[src/rtl/fetch_sequencer_pkg.sv]
// Shared types and constants for the picoMIPS fetch/sequencing controller.
package fetch_sequencer_pkg;

  typedef enum logic [1:0] {
    IDLE   = 2'd0,
    RUN    = 2'd1,
    WAIT   = 2'd2,
    HALTED = 2'd3
  } fetch_state_t;

  localparam int RESET_VECTOR = 0;

endpackage

[src/rtl/fetch_sequencer_if.sv]
// Program-memory, decoder and I/O handshake signals of the fetch sequencer.
interface fetch_sequencer_if #(
  parameter int I_SIZE = 24,
  parameter int P_SIZE = 6
);

  logic              startIn;
  logic [I_SIZE-1:0] instructionIn;
  logic [P_SIZE-1:0] addressOut;
  logic [I_SIZE-1:0] irOut;
  logic              irValidOut;
  logic              haltIn;
  logic              waitIn;
  logic              jumpIn;
  logic [P_SIZE-1:0] jumpAddrIn;
  logic              branchIn;
  logic [P_SIZE-1:0] branchOffsetIn;
  logic              ioAckIn;
  logic              ioReqOut;
  logic              commitOut;
  logic [1:0]        stateOut;

  // The sequencer side.
  modport master (
    input  startIn, instructionIn, haltIn, waitIn, jumpIn, jumpAddrIn,
           branchIn, branchOffsetIn, ioAckIn,
    output addressOut, irOut, irValidOut, ioReqOut, commitOut, stateOut
  );

  // Memory, decoder and I/O side.
  modport slave (
    output startIn, instructionIn, haltIn, waitIn, jumpIn, jumpAddrIn,
           branchIn, branchOffsetIn, ioAckIn,
    input  addressOut, irOut, irValidOut, ioReqOut, commitOut, stateOut
  );

endinterface

[src/rtl/fetch_sequencer.sv]
// Fetch and sequencing controller: owns the PC, the one-entry IR and the
// halt / I/O-wait / jump / branch resolution for picoMIPS.
module fetch_sequencer
  import fetch_sequencer_pkg::*;
#(
  parameter int I_SIZE = 24,
  parameter int P_SIZE = 6
) (
  input  logic              clk,
  input  logic              reset,
  fetch_sequencer_if.master bus
);

  localparam logic [P_SIZE-1:0] RESET_PC = P_SIZE'(RESET_VECTOR);
  localparam logic [P_SIZE-1:0] PC_STEP  = P_SIZE'(1);

  fetch_state_t      state_q, state_d;
  logic [P_SIZE-1:0] pc_q, pc_d;
  logic [P_SIZE-1:0] irAddr_q, irAddr_d;
  logic [I_SIZE-1:0] ir_q, ir_d;
  logic              irValid_q, irValid_d;
  logic              commit, ioReq;

  always_ff @(posedge clk) begin
    if (reset) begin
      state_q   <= IDLE;
      pc_q      <= RESET_PC;
      irAddr_q  <= RESET_PC;
      ir_q      <= '0;
      irValid_q <= 1'b0;
    end else begin
      state_q   <= state_d;
      pc_q      <= pc_d;
      irAddr_q  <= irAddr_d;
      ir_q      <= ir_d;
      irValid_q <= irValid_d;
    end
  end

  // Sign extension of the offset is implicit: adding it modulo 2^P_SIZE
  // gives the same result as a sign-extended add truncated to P_SIZE.
  always_comb begin
    state_d   = state_q;
    pc_d      = pc_q;
    irAddr_d  = irAddr_q;
    ir_d      = ir_q;
    irValid_d = irValid_q;
    commit    = 1'b0;
    ioReq     = 1'b0;

    case (state_q)
      IDLE, HALTED: begin
        if (bus.startIn) begin
          ir_d      = bus.instructionIn;
          irAddr_d  = RESET_PC;
          pc_d      = RESET_PC + PC_STEP;
          irValid_d = 1'b1;
          state_d   = RUN;
        end
      end

      RUN: begin
        if (irValid_q && bus.haltIn) begin
          commit    = 1'b1;
          state_d   = HALTED;
          irValid_d = 1'b0;
          pc_d      = RESET_PC;
        end else if (irValid_q && bus.waitIn) begin
          state_d = WAIT;
        end else if (irValid_q && bus.jumpIn) begin
          commit    = 1'b1;
          pc_d      = bus.jumpAddrIn;
          irValid_d = 1'b0;
        end else if (irValid_q && bus.branchIn) begin
          commit    = 1'b1;
          pc_d      = irAddr_q + bus.branchOffsetIn;
          irValid_d = 1'b0;
        end else begin
          commit    = irValid_q;
          ir_d      = bus.instructionIn;
          irAddr_d  = pc_q;
          pc_d      = pc_q + PC_STEP;
          irValid_d = 1'b1;
        end
      end

      WAIT: begin
        ioReq = 1'b1;
        if (bus.ioAckIn) begin
          commit    = 1'b1;
          ir_d      = bus.instructionIn;
          irAddr_d  = pc_q;
          pc_d      = pc_q + PC_STEP;
          irValid_d = 1'b1;
          state_d   = RUN;
        end
      end

      default: begin
        state_d = IDLE;
      end
    endcase
  end

  assign bus.addressOut = pc_q;
  assign bus.irOut      = ir_q;
  assign bus.irValidOut = irValid_q;
  assign bus.ioReqOut   = ioReq;
  assign bus.commitOut  = commit;
  assign bus.stateOut   = state_q;

endmodule

[src/flat_wrapper.sv]
// flat-port wrapper written by rule: the top's interface ports become plain ports
module fetch_sequencer_flat import fetch_sequencer_pkg::*;
#(
  parameter int I_SIZE = 24,
  parameter int P_SIZE = 6
)
  (clk, reset, bus_startIn, bus_instructionIn, bus_haltIn, bus_waitIn, bus_jumpIn, bus_jumpAddrIn, bus_branchIn, bus_branchOffsetIn, bus_ioAckIn, bus_addressOut, bus_irOut, bus_irValidOut, bus_ioReqOut, bus_commitOut, bus_stateOut);
  fetch_sequencer_if #(.I_SIZE(I_SIZE), .P_SIZE(P_SIZE)) bus_i ();
  input  logic clk;
  input  logic reset;
  input wire logic [$bits(bus_i.startIn)-1:0] bus_startIn;
  input wire logic [$bits(bus_i.instructionIn)-1:0] bus_instructionIn;
  input wire logic [$bits(bus_i.haltIn)-1:0] bus_haltIn;
  input wire logic [$bits(bus_i.waitIn)-1:0] bus_waitIn;
  input wire logic [$bits(bus_i.jumpIn)-1:0] bus_jumpIn;
  input wire logic [$bits(bus_i.jumpAddrIn)-1:0] bus_jumpAddrIn;
  input wire logic [$bits(bus_i.branchIn)-1:0] bus_branchIn;
  input wire logic [$bits(bus_i.branchOffsetIn)-1:0] bus_branchOffsetIn;
  input wire logic [$bits(bus_i.ioAckIn)-1:0] bus_ioAckIn;
  output wire logic [$bits(bus_i.addressOut)-1:0] bus_addressOut;
  output wire logic [$bits(bus_i.irOut)-1:0] bus_irOut;
  output wire logic [$bits(bus_i.irValidOut)-1:0] bus_irValidOut;
  output wire logic [$bits(bus_i.ioReqOut)-1:0] bus_ioReqOut;
  output wire logic [$bits(bus_i.commitOut)-1:0] bus_commitOut;
  output wire logic [$bits(bus_i.stateOut)-1:0] bus_stateOut;
  assign bus_i.startIn = bus_startIn;
  assign bus_i.instructionIn = bus_instructionIn;
  assign bus_i.haltIn = bus_haltIn;
  assign bus_i.waitIn = bus_waitIn;
  assign bus_i.jumpIn = bus_jumpIn;
  assign bus_i.jumpAddrIn = bus_jumpAddrIn;
  assign bus_i.branchIn = bus_branchIn;
  assign bus_i.branchOffsetIn = bus_branchOffsetIn;
  assign bus_i.ioAckIn = bus_ioAckIn;
  assign bus_addressOut = bus_i.addressOut;
  assign bus_irOut = bus_i.irOut;
  assign bus_irValidOut = bus_i.irValidOut;
  assign bus_ioReqOut = bus_i.ioReqOut;
  assign bus_commitOut = bus_i.commitOut;
  assign bus_stateOut = bus_i.stateOut;
  fetch_sequencer #(.I_SIZE(I_SIZE), .P_SIZE(P_SIZE)) u_core (.clk(clk), .reset(reset), .bus(bus_i));
endmodule
[config.mk]
export PLATFORM = sky130hd
export DESIGN_NAME = fetch_sequencer_flat
export DESIGN_NICKNAME = d
export VERILOG_FILES = /design/src/rtl/fetch_sequencer_pkg.sv /design/src/rtl/fetch_sequencer_if.sv /design/src/rtl/fetch_sequencer.sv /design/src/flat_wrapper.sv
export SDC_FILE = /design/constraint.sdc
export NUM_CORES = 1
export LEC_CHECK = 0
export ABC_AREA = 1
export BUFFER_PORTS_ARGS = -buffer_cell sky130_fd_sc_hd__buf_4
export CORE_ASPECT_RATIO = 2
export CORE_MARGIN = 4
export CORE_UTILIZATION = 50
export DETAILED_ROUTE_END_ITERATION = 7
export PLACE_DENSITY = 0.82
export SLEW_MARGIN = 0
export SYNTH_ARGS = -nofsm -noshare
export SYNTH_HDL_FRONTEND = slang
export SYNTH_SLANG_ARGS = --single-unit
[constraint.sdc]
create_clock -name clk -period 3.9 [get_ports clk]
set_input_delay 0.39 -clock clk [delete_from_list [all_inputs] [get_ports clk]]
set_output_delay 0.39 -clock clk [all_outputs]
set_load 0.05 [all_outputs]
==> results of run 1 <==
[Yosys cell counts (all sizes together)]
| library cell | count | area (µm²) |
|---|---|---|
| nand2 | 108 | 418 |
| a21oi | 42 | 210 |
| dfxtp | 39 | 781 |
| inv | 23 | 88.8 |
| nand3 | 18 | 90.1 |
| nor2 | 11 | 41.3 |
| ha | 8 | 100 |
| o21ai | 7 | 46.3 |
| buf | 6 | 50.0 |
| o211ai | 6 | 45.0 |
| clkbuf | 5 | 18.8 |
| a211oi | 2 | 15.0 |
| or2 | 2 | 12.5 |
| xnor2 | 2 | 17.5 |
| a31oi | 1 | 6.26 |
| and2 | 1 | 8.76 |
| fa | 1 | 20.0 |
| nand4 | 1 | 6.26 |
| o21bai | 1 | 7.51 |
| xor2 | 1 | 8.76 |
[per-layer routing]
metal  up-vias  part of all wire, %  wire length (µm)  GRT usage [%]
met2        55                   58              3090           39.7
li1       1073                    -                 -              -
met5         -                    0                 0              0
met3        16                  3.7               198           3.07
met4         0                  4.2               226           11.8
met1       962                   34              1840           23.3
[critical path: stages (launching register included)]
cell	delay [ns]
dfxtp_1	0.38
inv_1	0.06
ha_1	0.34
inv_2	0.13
or2_1	0.12
nand2_2	0.06
inv_2	0.08
o21ai_4	0.10
inv_4	0.08
nand2_4	0.18
inv_2	0.42
nand3_1	0.12
a21oi_1	0.15
[layout make-up]
cell class	instances	area [µm²]
multi-input cells	212	1050
repair buffers	78	586
well taps	51	63.8
inverters	23	88.8
clock inverters	2	35.0
fillers	374	1150
flip-flops and latches	39	781
clock buffers	6	82.6
[path summary, 6_finish.rpt]
| check | from | endpoint | slack (ns) |
|---|---|---|---|
| setup / recovery | u_core.bus.stateOut[0]$_SDFFE_PP0P_ | u_core.irAddr_q[3]$_SDFFE_PP0P_ | 1.58 |
| hold / removal | bus_instructionIn[15] | u_core.bus.irOut[15]$_SDFFE_PP0P_ | 0.35 |
| setup reg to reg | u_core.bus.stateOut[0]$_SDFFE_PP0P_ | u_core.irAddr_q[3]$_SDFFE_PP0P_ | 1.58 |
| hold reg to reg | u_core.bus.irOut[18]$_SDFFE_PP0P_ | u_core.bus.irOut[18]$_SDFFE_PP0P_ | 0.47 |
[cells in the final DEF (no fill, tap or decap), types with 5 or more instances in the layout]
master    netlist  final
clkbuf_8        0      6
nor2_1         11     11
nand3_1        18     18
inv_1          17     17
dfxtp_1        39     39
inv_2           5      5
nand2_1       105    105
o21ai_0         6      6
ha_1            8      8
o211ai_1        6      6
buf_4           3     78
a21oi_1        42     42
[flip-flops by register name (all words and copies together) (netlist names)]
name	cells
u_core.irAddr_q	6
u_core.bus.addressOut	6
u_core.bus.irValidOut	1
u_core.bus.irOut	24
u_core.bus.stateOut	2
[report_power, final]
group          internal, mW  switching (mW)  leakage, nW
sequential            0.499          0.0787        0.320
clock                 0.207           0.133       0.0612
combinational         0.318           0.787        0.901
total                  1.02           0.999         1.28
[logic make-up (layout without fill, tap and decap cells)]
kind of cell | count (synthesis) | after routing | share of synthesized area [%]
simple gates | 141 | 141 | 29.0
compound gates | 59 | 59 | 16.6
flops | 39 | 39 | 39.2
buf+inv | 34 | 109 | 7.91
fa+ha+maj | 9 | 9 | 6.03
xor+xnor | 3 | 3 | 1.32
==> results.py, run 1 <==
metrics = {
    "floorplan": {
        "std_cell_rows": 32,
        "die_y_um": 97.3,
        "die_area_um2": 5120,
        "floorplan.initialDensity_pct": 51.8,
        "dieWidth_um": 52.6,
        "io_pins": 79,
        "core_area_um2": 3840,
    },
    "placed_design": {
        "port_buffers": 78,
        "dp.cells": 403,
        "post-place-ws_ns": 1.59,
        "gp_congestion": 0.919,
        "post-dp-hpwl_mm": 4.20,
        "post_dp_cell_area_um2": 2570,
    },
    "hold_path": {
        "holdCritPathClass": "in2reg",
        "min_path_cells": 3,
    },
    "grt": {
        "grt_pass1_vias": 2018,
        "grt_max_degree": 40,
        "grt_pass1_wl_mm": 8.75,
        "antenna_found_initial": 0,
        "globalRouteOverflowTotal": 0,
        "gr-usage-all-layers_pct": 22.1,
    },
    "critical_path": {
        "r2r_cells": 12,
        "crit_required_ns": 4.12,
        "arrival_ns": 2.53,
        "path_class": "reg2reg",
        "setup.worst_path.start_class": "flop",
        "endpoint_kind": "flop",
        "critPathMaxFanout": 33,
    },
    "cts": {
        "worst_setup_hold_path_clk_slew_ns": 0.07,
        "worstSkewPairLatency_ns": 0.29,
        "cts_buffers": 5,
        "ctsHoldBuffers": 0,
        "htree_levels": 2,
        "clockBufferDepth": 2,
        "cts_sinks": 39,
        "post_cts_buffers": 0,
        "cts_tree": "yes",
        "cts_resized": 0,
        "cts_root_buffer": "clkbuf_8",
    },
    "sta": {
        "finalCriticalPeriod_ns": 2.32,
        "totalNegativeSetupSlack_ns": 0,
        "hold_viol": 0,
        "fin_ws_ns": 1.58,
        "fin_crit_sh_pct": 59.4,
        "grt_setup_unrepaired": "no",
        "worst_slew_pin_slew_ns": 0.452,
        "timing.slew.headroom_pct": 69.8,
        "holdWs_ns": 0.353,
        "finalSetupViolCount": 0,
        "skew_ns": 0.00268,
        "fmaxAchievable_ghz": 0.431,
        "slew_viol_final": 0,
    },
    "routing": {
        "first_iter_violations": 52,
        "drt_pre_antenna_iters": 5,
        "routedWlPerCell_um": 13.0,
        "routed_wl_mm": 5.35,
        "via_count": 2106,
        "via_per_inst": 5.12,
        "final_antenna_net_count": 0,
        "drc": 0,
    },
    "synth": {
        "synth.avg_cell_area_um2": 6.99,
        "yosysWarnings": 0,
        "ys_ff_latch": 39,
        "synth_seq_area_share_pct": 39.2,
        "synth_area_um2": 1990,
        "synthDistinctLibCells": 27,
        "syn_nets": 338,
        "synthCells": 285,
    },
    "final_layout": {
        "design_area_um2": 2690,
        "synthToLayoutAreaGrowth_pct": 35.1,
        "antenna_cells": 0,
        "final_nets": 412,
        "fin_cells": 411,
        "fin_util_pct": 70.0,
        "drive_gt1_share_pct": 26.9,
    },
    "power_and_ir_drop": {
        "finalPower_mw": 2.02,
        "peakVddDrop_mv": 0.623,
        "cellLeakagePower_nw": 1.28,
        "p_per_area_nw_per_um2": 752,
    },
    "outcome": {
        "outcome": "finished clean",
    },
    "run": {
        "maxCapViolations": 0,
    },
}
Power figures use the tool's default switching activity.
==> run 2, diff against run 1 <==
--- a/config.mk
+++ b/config.mk
@@ -9,9 +9,9 @@
 export BUFFER_PORTS_ARGS = -buffer_cell sky130_fd_sc_hd__buf_4
 export CORE_ASPECT_RATIO = 2
 export CORE_MARGIN = 4
-export CORE_UTILIZATION = 50
+export CORE_UTILIZATION = 43
 export DETAILED_ROUTE_END_ITERATION = 7
-export PLACE_DENSITY = 0.82
+export PLACE_DENSITY = 0.75
 export SLEW_MARGIN = 0
 export SYNTH_ARGS = -nofsm -noshare
 export SYNTH_HDL_FRONTEND = slang
==> constraint.sdc (replaced) <==
create_clock -name clk -period 1.9 [get_ports clk]
set_input_delay 0.19 -clock clk [delete_from_list [all_inputs] [get_ports clk]]
set_output_delay 0.19 -clock clk [all_outputs]
set_load 0.05 [all_outputs]
==> run 2 against run 1 <==
Against the previous run: critical path type unchanged; largest cell class unchanged; critical endpoint is now u_core.irAddr_q[5]$_SDFFE_PP0P_; count of clock-buffer cells in the layout grew 2; sequential share of layout area shrank 1.2 points; power is 120% higher; setup slack worse by 1.5 ns.
==> results.py, run 2 (synthesis gave the netlist of run 1 again) <==
metrics = {
    "placed_design": {
        "post-dp-hpwl_mm": 4.48,
        "post_dp_cell_area_um2": 2660,
        "port_buffers": 78,
        "gp_congestion": 0.896,
    },
    "routing": {
        "routed_wl_mm": 5.73,
        "via_count": 2129,
        "routedWlPerCell_um": 13.4,
        "first_iter_violations": 44,
        "final_antenna_net_count": 0,
        "drc": 0,
        "via_per_inst": 4.96,
        "drt_pre_antenna_iters": 4,
    },
    "critical_path": {
        "critPathMaxFanout": 7,
        "arrival_ns": 2.01,
        "r2r_start": "u_core.bus.stateOut[0]$_SDFFE_PP0P_",
        "path_cells": "inv_2, ha_4, inv_4, or2_1, nand2_2, inv_2, o21ai_4, inv_4, nand2_4, buf_6, a21oi_2, a211oi_1",
        "ff2ff_setup_slack_ns": 0.08,
        "slowest_stage": "dfxtp_4",
        "crit_required_ns": 2.10,
        "cp_slowest_stage_delay_ns": 0.36,
        "endpoint_kind": "flop",
        "r2r_cells": 12,
        "path_class": "reg2reg",
        "rr_endpoint": "u_core.irAddr_q[5]$_SDFFE_PP0P_",
        "setup.worst_path.start_class": "flop",
    },
    "hold_path": {
        "min_from": "bus_instructionIn[6]",
        "min_path_cells": 3,
        "hold_end": "u_core.bus.irOut[6]$_SDFFE_PP0P_",
        "holdCritPathClass": "in2reg",
    },
    "cts": {
        "worstSkewPairLatency_ns": 0.29,
        "cts_buffers": 5,
        "cts_root_buffer": "clkbuf_8",
        "cts_tree": "yes",
        "ctsHoldBuffers": 0,
        "worst_setup_hold_path_clk_slew_ns": 0.07,
        "clockBufferDepth": 2,
        "cts_sinks": 39,
        "htree_levels": 2,
    },
    "power_and_ir_drop": {
        "p_per_area_nw_per_um2": 1570,
        "cellLeakagePower_nw": 1.35,
        "peakVddDrop_mv": 1.31,
    },
    "sta": {
        "worst_slew_pin_slew_ns": 0.368,
        "slew_viol_final": 0,
        "finalCriticalPeriod_ns": 1.82,
        "skew_ns": 0.00505,
        "hold_viol": 0,
        "timing.slew.headroom_pct": 75.2,
        "totalNegativeSetupSlack_ns": 0,
        "finalSetupViolCount": 0,
        "fmaxAchievable_ghz": 0.551,
        "fin_crit_sh_pct": 95.5,
    },
    "floorplan": {
        "core_area_um2": 4420,
        "die_y_um": 104,
        "io_pins": 79,
        "std_cell_rows": 34,
        "floorplan.initialDensity_pct": 45.0,
        "dieWidth_um": 56.1,
        "die_area_um2": 5850,
    },
    "grt": {
        "gr-usage-all-layers_pct": 20.2,
        "grt_use_met1_pct": 19.5,
        "antenna_found_initial": 0,
        "grt_pass1_vias": 2190,
        "globalRouteOverflowTotal": 0,
        "met3_usage_pct": 2.61,
        "top_usage_layer": "met2",
        "grt_pass1_wl_mm": 9.50,
        "grt_max_degree": 40,
        "globalRouteMet2Util_pct": 38.8,
    },
    "final_layout": {
        "largest_reg_flops": 24,
        "synthToLayoutAreaGrowth_pct": 42.3,
        "drive_gt1_share_pct": 31.5,
        "antenna_cells": 0,
        "design_area_um2": 2830,
        "final_nets": 427,
        "final_common_cell": "nand2_1",
        "final_cell_mix": "nand2_1, buf_4, a21oi_1",
    },
    "run": {
        "maxCapViolations": 0,
    },
    "outcome": {
        "outcome": "finished clean",
    },
}
## run 2: cell types whose count changed in the layout (fill, tap and decap cells not counted), sizes merged
cell and change:
buf +15, clkbuf +2, clkinv -1, bufinv -1
## run 2: timing repair
item                       CTS  global route
buffers inserted             0             6
gates cloned                 0             0
pin swaps                    0             4
resized for setup            1             7
setup endpoints to repair    1            28
## run 2: area by class of cell
type / instances / area [µm²]
repair buffers: 93 / 709
fillers: 420 / 1590
flip-flops and latches: 39 / 788
clock buffers: 8 / 100
well taps: 54 / 67.6
inverters: 23 / 93.8
multi-input cells: 212 / 1070
## run 2: how the worst max path moves through the flow
stage | startpoint | end | slack, ns | depth (start not counted)
2_1_floorplan | u_core.bus.stateOut[0]$_SDFFE_PP0P_ | u_core.bus.irOut[2]$_SDFFE_PP0P_ | 0.02 | 14
3_3_place_gp | u_core.bus.stateOut[0]$_SDFFE_PP0P_ | u_core.irAddr_q[4]$_SDFFE_PP0P_ | 0.07 | 12
3_5_place_dp | u_core.bus.stateOut[0]$_SDFFE_PP0P_ | u_core.irAddr_q[3]$_SDFFE_PP0P_ | 0.01 | 12
4_1_cts | u_core.bus.stateOut[0]$_SDFFE_PP0P_ | u_core.bus.irOut[14]$_SDFFE_PP0P_ | 0.02 | 12
5_1_grt | u_core.bus.stateOut[0]$_SDFFE_PP0P_ | u_core.irAddr_q[5]$_SDFFE_PP0P_ | -0.02 | 12
6_report | u_core.bus.stateOut[0]$_SDFFE_PP0P_ | u_core.irAddr_q[5]$_SDFFE_PP0P_ | 0.08 | 12
## run 2: per-layer routing
metal  wire length (µm)  part of all wire [%]  vias up
met1               2020                    35      956
met3                219                   3.8       15
met2               3300                    58       57
met4                195                   3.4        0
li1                   -                     -     1101
met5                  0                     0        -
## run 2: stage by stage
stage                     hold WS, ns  std cells  setup WS [ns]  util, %  power [mW]
after floorplan                 0.333        285         0.0175        -        3.00
after global placement          0.443        415         0.0688     60.2        3.67
after detailed placement        0.453        415         0.0121     60.2        3.70
after CTS                       0.147        423         0.0181     62.5        4.32
after global routing            0.156        429        -0.0164     64.1        4.74
final                           0.154        429         0.0850     64.1        4.46
## run 2: critical path, delay by kind of cell, from the launching register on
| family | cells | cell delay, ns |
|---|---|---|
| and+or+nand+nor | 3 | 0.37 |
| AOI/OAI and AO/OA | 3 | 0.37 |
| DFF | 1 | 0.36 |
| buffers and inverters | 5 | 0.35 |
| adders and majority gates | 1 | 0.28 |
## run 2: power by group
part           internal [mW]  total [mW]  switching, mW
clock                  0.331       0.601          0.270
sequential              1.04        1.17          0.137
combinational          0.933        2.69           1.76
==> run 3, diff against run 2 <==
--- a/config.mk
+++ b/config.mk
@@ -12,6 +12,7 @@
 export CORE_UTILIZATION = 43
 export DETAILED_ROUTE_END_ITERATION = 7
 export PLACE_DENSITY = 0.75
+export RECOVER_POWER = 25
 export SLEW_MARGIN = 0
 export SYNTH_ARGS = -nofsm -noshare
 export SYNTH_HDL_FRONTEND = slang
==> run 3 against run 2 <==
Against the previous run: first-iteration DRC count decreased by 2.3%; die area unchanged; clock power about the same; non-clock buffer count unchanged; setup slack about the same; fmax about the same; global-route usage unchanged; worst hold slack about the same; power decreased by 1.7%; cell area decreased by 1.9%; sequential share of layout area increased by 0.53 points; clock skew about the same.
==> results.py, run 3 (synthesis gave the netlist of run 1 again) <==
metrics = {
    "power_and_ir_drop": {
        "power.internal_mw": 2.23,
        "p_per_area_nw_per_um2": 1580,
        "switchingPower_mw": 2.16,
        "peakVddDrop_mv": 1.31,
        "cellLeakagePower_nw": 1.29,
        "comb_power_share_pct": 59.6,
        "p_seq_share_pct": 26.7,
        "p_sw_share_pct": 49.2,
        "clkPwrFrac_pct": 13.7,
    },
    "critical_path": {
        "crit_required_ns": 2.10,
        "setup.worst_path.start_class": "flop",
        "arrival_ns": 2.01,
        "path_buf_inv": 5,
        "critPathMaxFanout": 7,
        "critPathTopFamily": "simple AND/OR/NAND/NOR gates",
        "cp_slowest_stage_delay_ns": 0.36,
        "slowest_stage": "dfxtp_4",
        "path_class": "reg2reg",
        "path_cells": "inv_2, ha_4, inv_4, or2_1, nand2_2, inv_2, o21ai_4, inv_4, nand2_4, buf_6, a21oi_2, a211oi_1",
        "endpoint_kind": "flop",
    },
    "cts": {
        "worst_setup_hold_path_clk_slew_ns": 0.07,
        "cts_root_buffer": "clkbuf_8",
        "cts_tree": "yes",
        "htree_levels": 2,
        "worstSkewPairLatency_ns": 0.29,
        "cts_sinks": 39,
        "cts_buffers": 5,
        "clockBufferDepth": 2,
    },
    "sta": {
        "fmaxAchievable_ghz": 0.551,
        "finalCriticalPeriod_ns": 1.81,
        "totalNegativeSetupSlack_ns": 0,
        "slew_viol_final": 0,
        "fin_crit_sh_pct": 95.5,
        "timing.slew.headroom_pct": 57.1,
        "finalSetupViolCount": 0,
        "hold_viol": 0,
        "worst_slew_pin_slew_ns": 0.646,
        "holdWs_ns": 0.155,
        "skew_ns": 0.00509,
    },
    "routing": {
        "via_per_inst": 4.97,
        "first_iter_violations": 43,
        "drt_pre_antenna_iters": 4,
        "via_count": 2132,
        "routed_wl_mm": 5.73,
        "routedWlPerCell_um": 13.3,
        "drc": 0,
        "final_antenna_net_count": 0,
    },
    "placed_design": {
        "post-dp-hpwl_mm": 4.48,
        "post_dp_cell_area_um2": 2660,
        "gp_congestion": 0.896,
        "port_buffers": 78,
    },
    "final_layout": {
        "final_nets": 427,
        "design_area_um2": 2780,
        "final_common_cell": "nand2_1",
        "synthToLayoutAreaGrowth_pct": 39.6,
        "fin_util_pct": 62.9,
        "largest_reg_flops": 24,
        "antenna_cells": 0,
        "final_cell_mix": "nand2_1, buf_4, a21oi_1",
        "drive_gt1_share_pct": 27.7,
    },
    "floorplan": {
        "die_y_um": 104,
        "floorplan.initialDensity_pct": 45.0,
        "core_area_um2": 4420,
        "std_cell_rows": 34,
        "die_area_um2": 5850,
        "dieWidth_um": 56.1,
        "io_pins": 79,
    },
    "grt": {
        "globalRouteOverflowTotal": 0,
        "grt_max_degree": 40,
        "antenna_found_initial": 0,
        "grt_pass1_vias": 2190,
        "grt_pass1_wl_mm": 9.50,
        "gr-usage-all-layers_pct": 20.2,
    },
    "run": {
        "maxCapViolations": 0,
    },
    "outcome": {
        "outcome": "finished clean",
    },
    "hold_path": {
        "holdCritPathClass": "in2reg",
    },
}
==> run 3: cell types whose count changed in the layout (fill, tap and decap cells not counted), sizes merged <==
cell / change
buf: -14
clkbuf: +14
==> run 3: final cells by class <==
cell class | count | area [µm²]
Clock buffer | 8 | 100
Fill cell | 437 | 1640
Inverter | 23 | 93.8
Multi-Input combinational cell | 212 | 1070
Sequential cell | 39 | 788
Tap cell | 54 | 67.6
Timing Repair Buffer | 93 | 657
==> run 3: path summary, 6_finish.rpt <==
check	from	to	slack, ns	cells past startpoint
setup / recovery	u_core.bus.stateOut[0]$_SDFFE_PP0P_	u_core.irAddr_q[5]$_SDFFE_PP0P_	0.09	12
hold / removal	bus_instructionIn[6]	u_core.bus.irOut[6]$_SDFFE_PP0P_	0.15	3
setup reg to reg	u_core.bus.stateOut[0]$_SDFFE_PP0P_	u_core.irAddr_q[5]$_SDFFE_PP0P_	0.09	12
hold reg to reg	u_core.bus.irOut[2]$_SDFFE_PP0P_	u_core.bus.irOut[2]$_SDFFE_PP0P_	0.47	2
==> run 3: power groups by stage <==
stage	Sequential, mW	Combinational, mW	Clock, mW
after floorplan	1.84	1.16	0
after global placement	1.18	2.48	0
after detailed placement	1.19	2.51	0
after CTS	1.18	2.52	0.619
after global routing	1.20	2.82	0.649
final	1.17	2.62	0.601
==> run 3: tightest hold or removal path, cell delays in order <==
cell and delay, ns:
buf_4 0.10, nand2_1 0.05, a21oi_1 0.05
==> run 3: per-stage QoR <==
step	setup slack, ns	total power, mW	cells
floorplan	0.0175	3.00	285
global placement	0.0688	3.67	415
detailed placement	0.0121	3.70	415
CTS	0.0181	4.32	423
global route	-0.0164	4.66	429
finish	0.0852	4.39	429
==> run 3: timing repair <==
action | in CTS | in global routing
hold buffers | 0 | 0
hold endpoints to repair | 0 | 0
pin swaps | 0 | 4
resized for setup | 1 | 7
setup endpoints to repair | 1 | 28
buffers inserted | 0 | 6
==> run 3: routing by layer <==
layer	GRT usage [%]	vias up	wire length, µm
met3	2.61	15	218
met2	38.8	57	3290
li1	-	1102	-
met5	0	-	0
met1	19.5	958	2020
met4	11.7	0	195
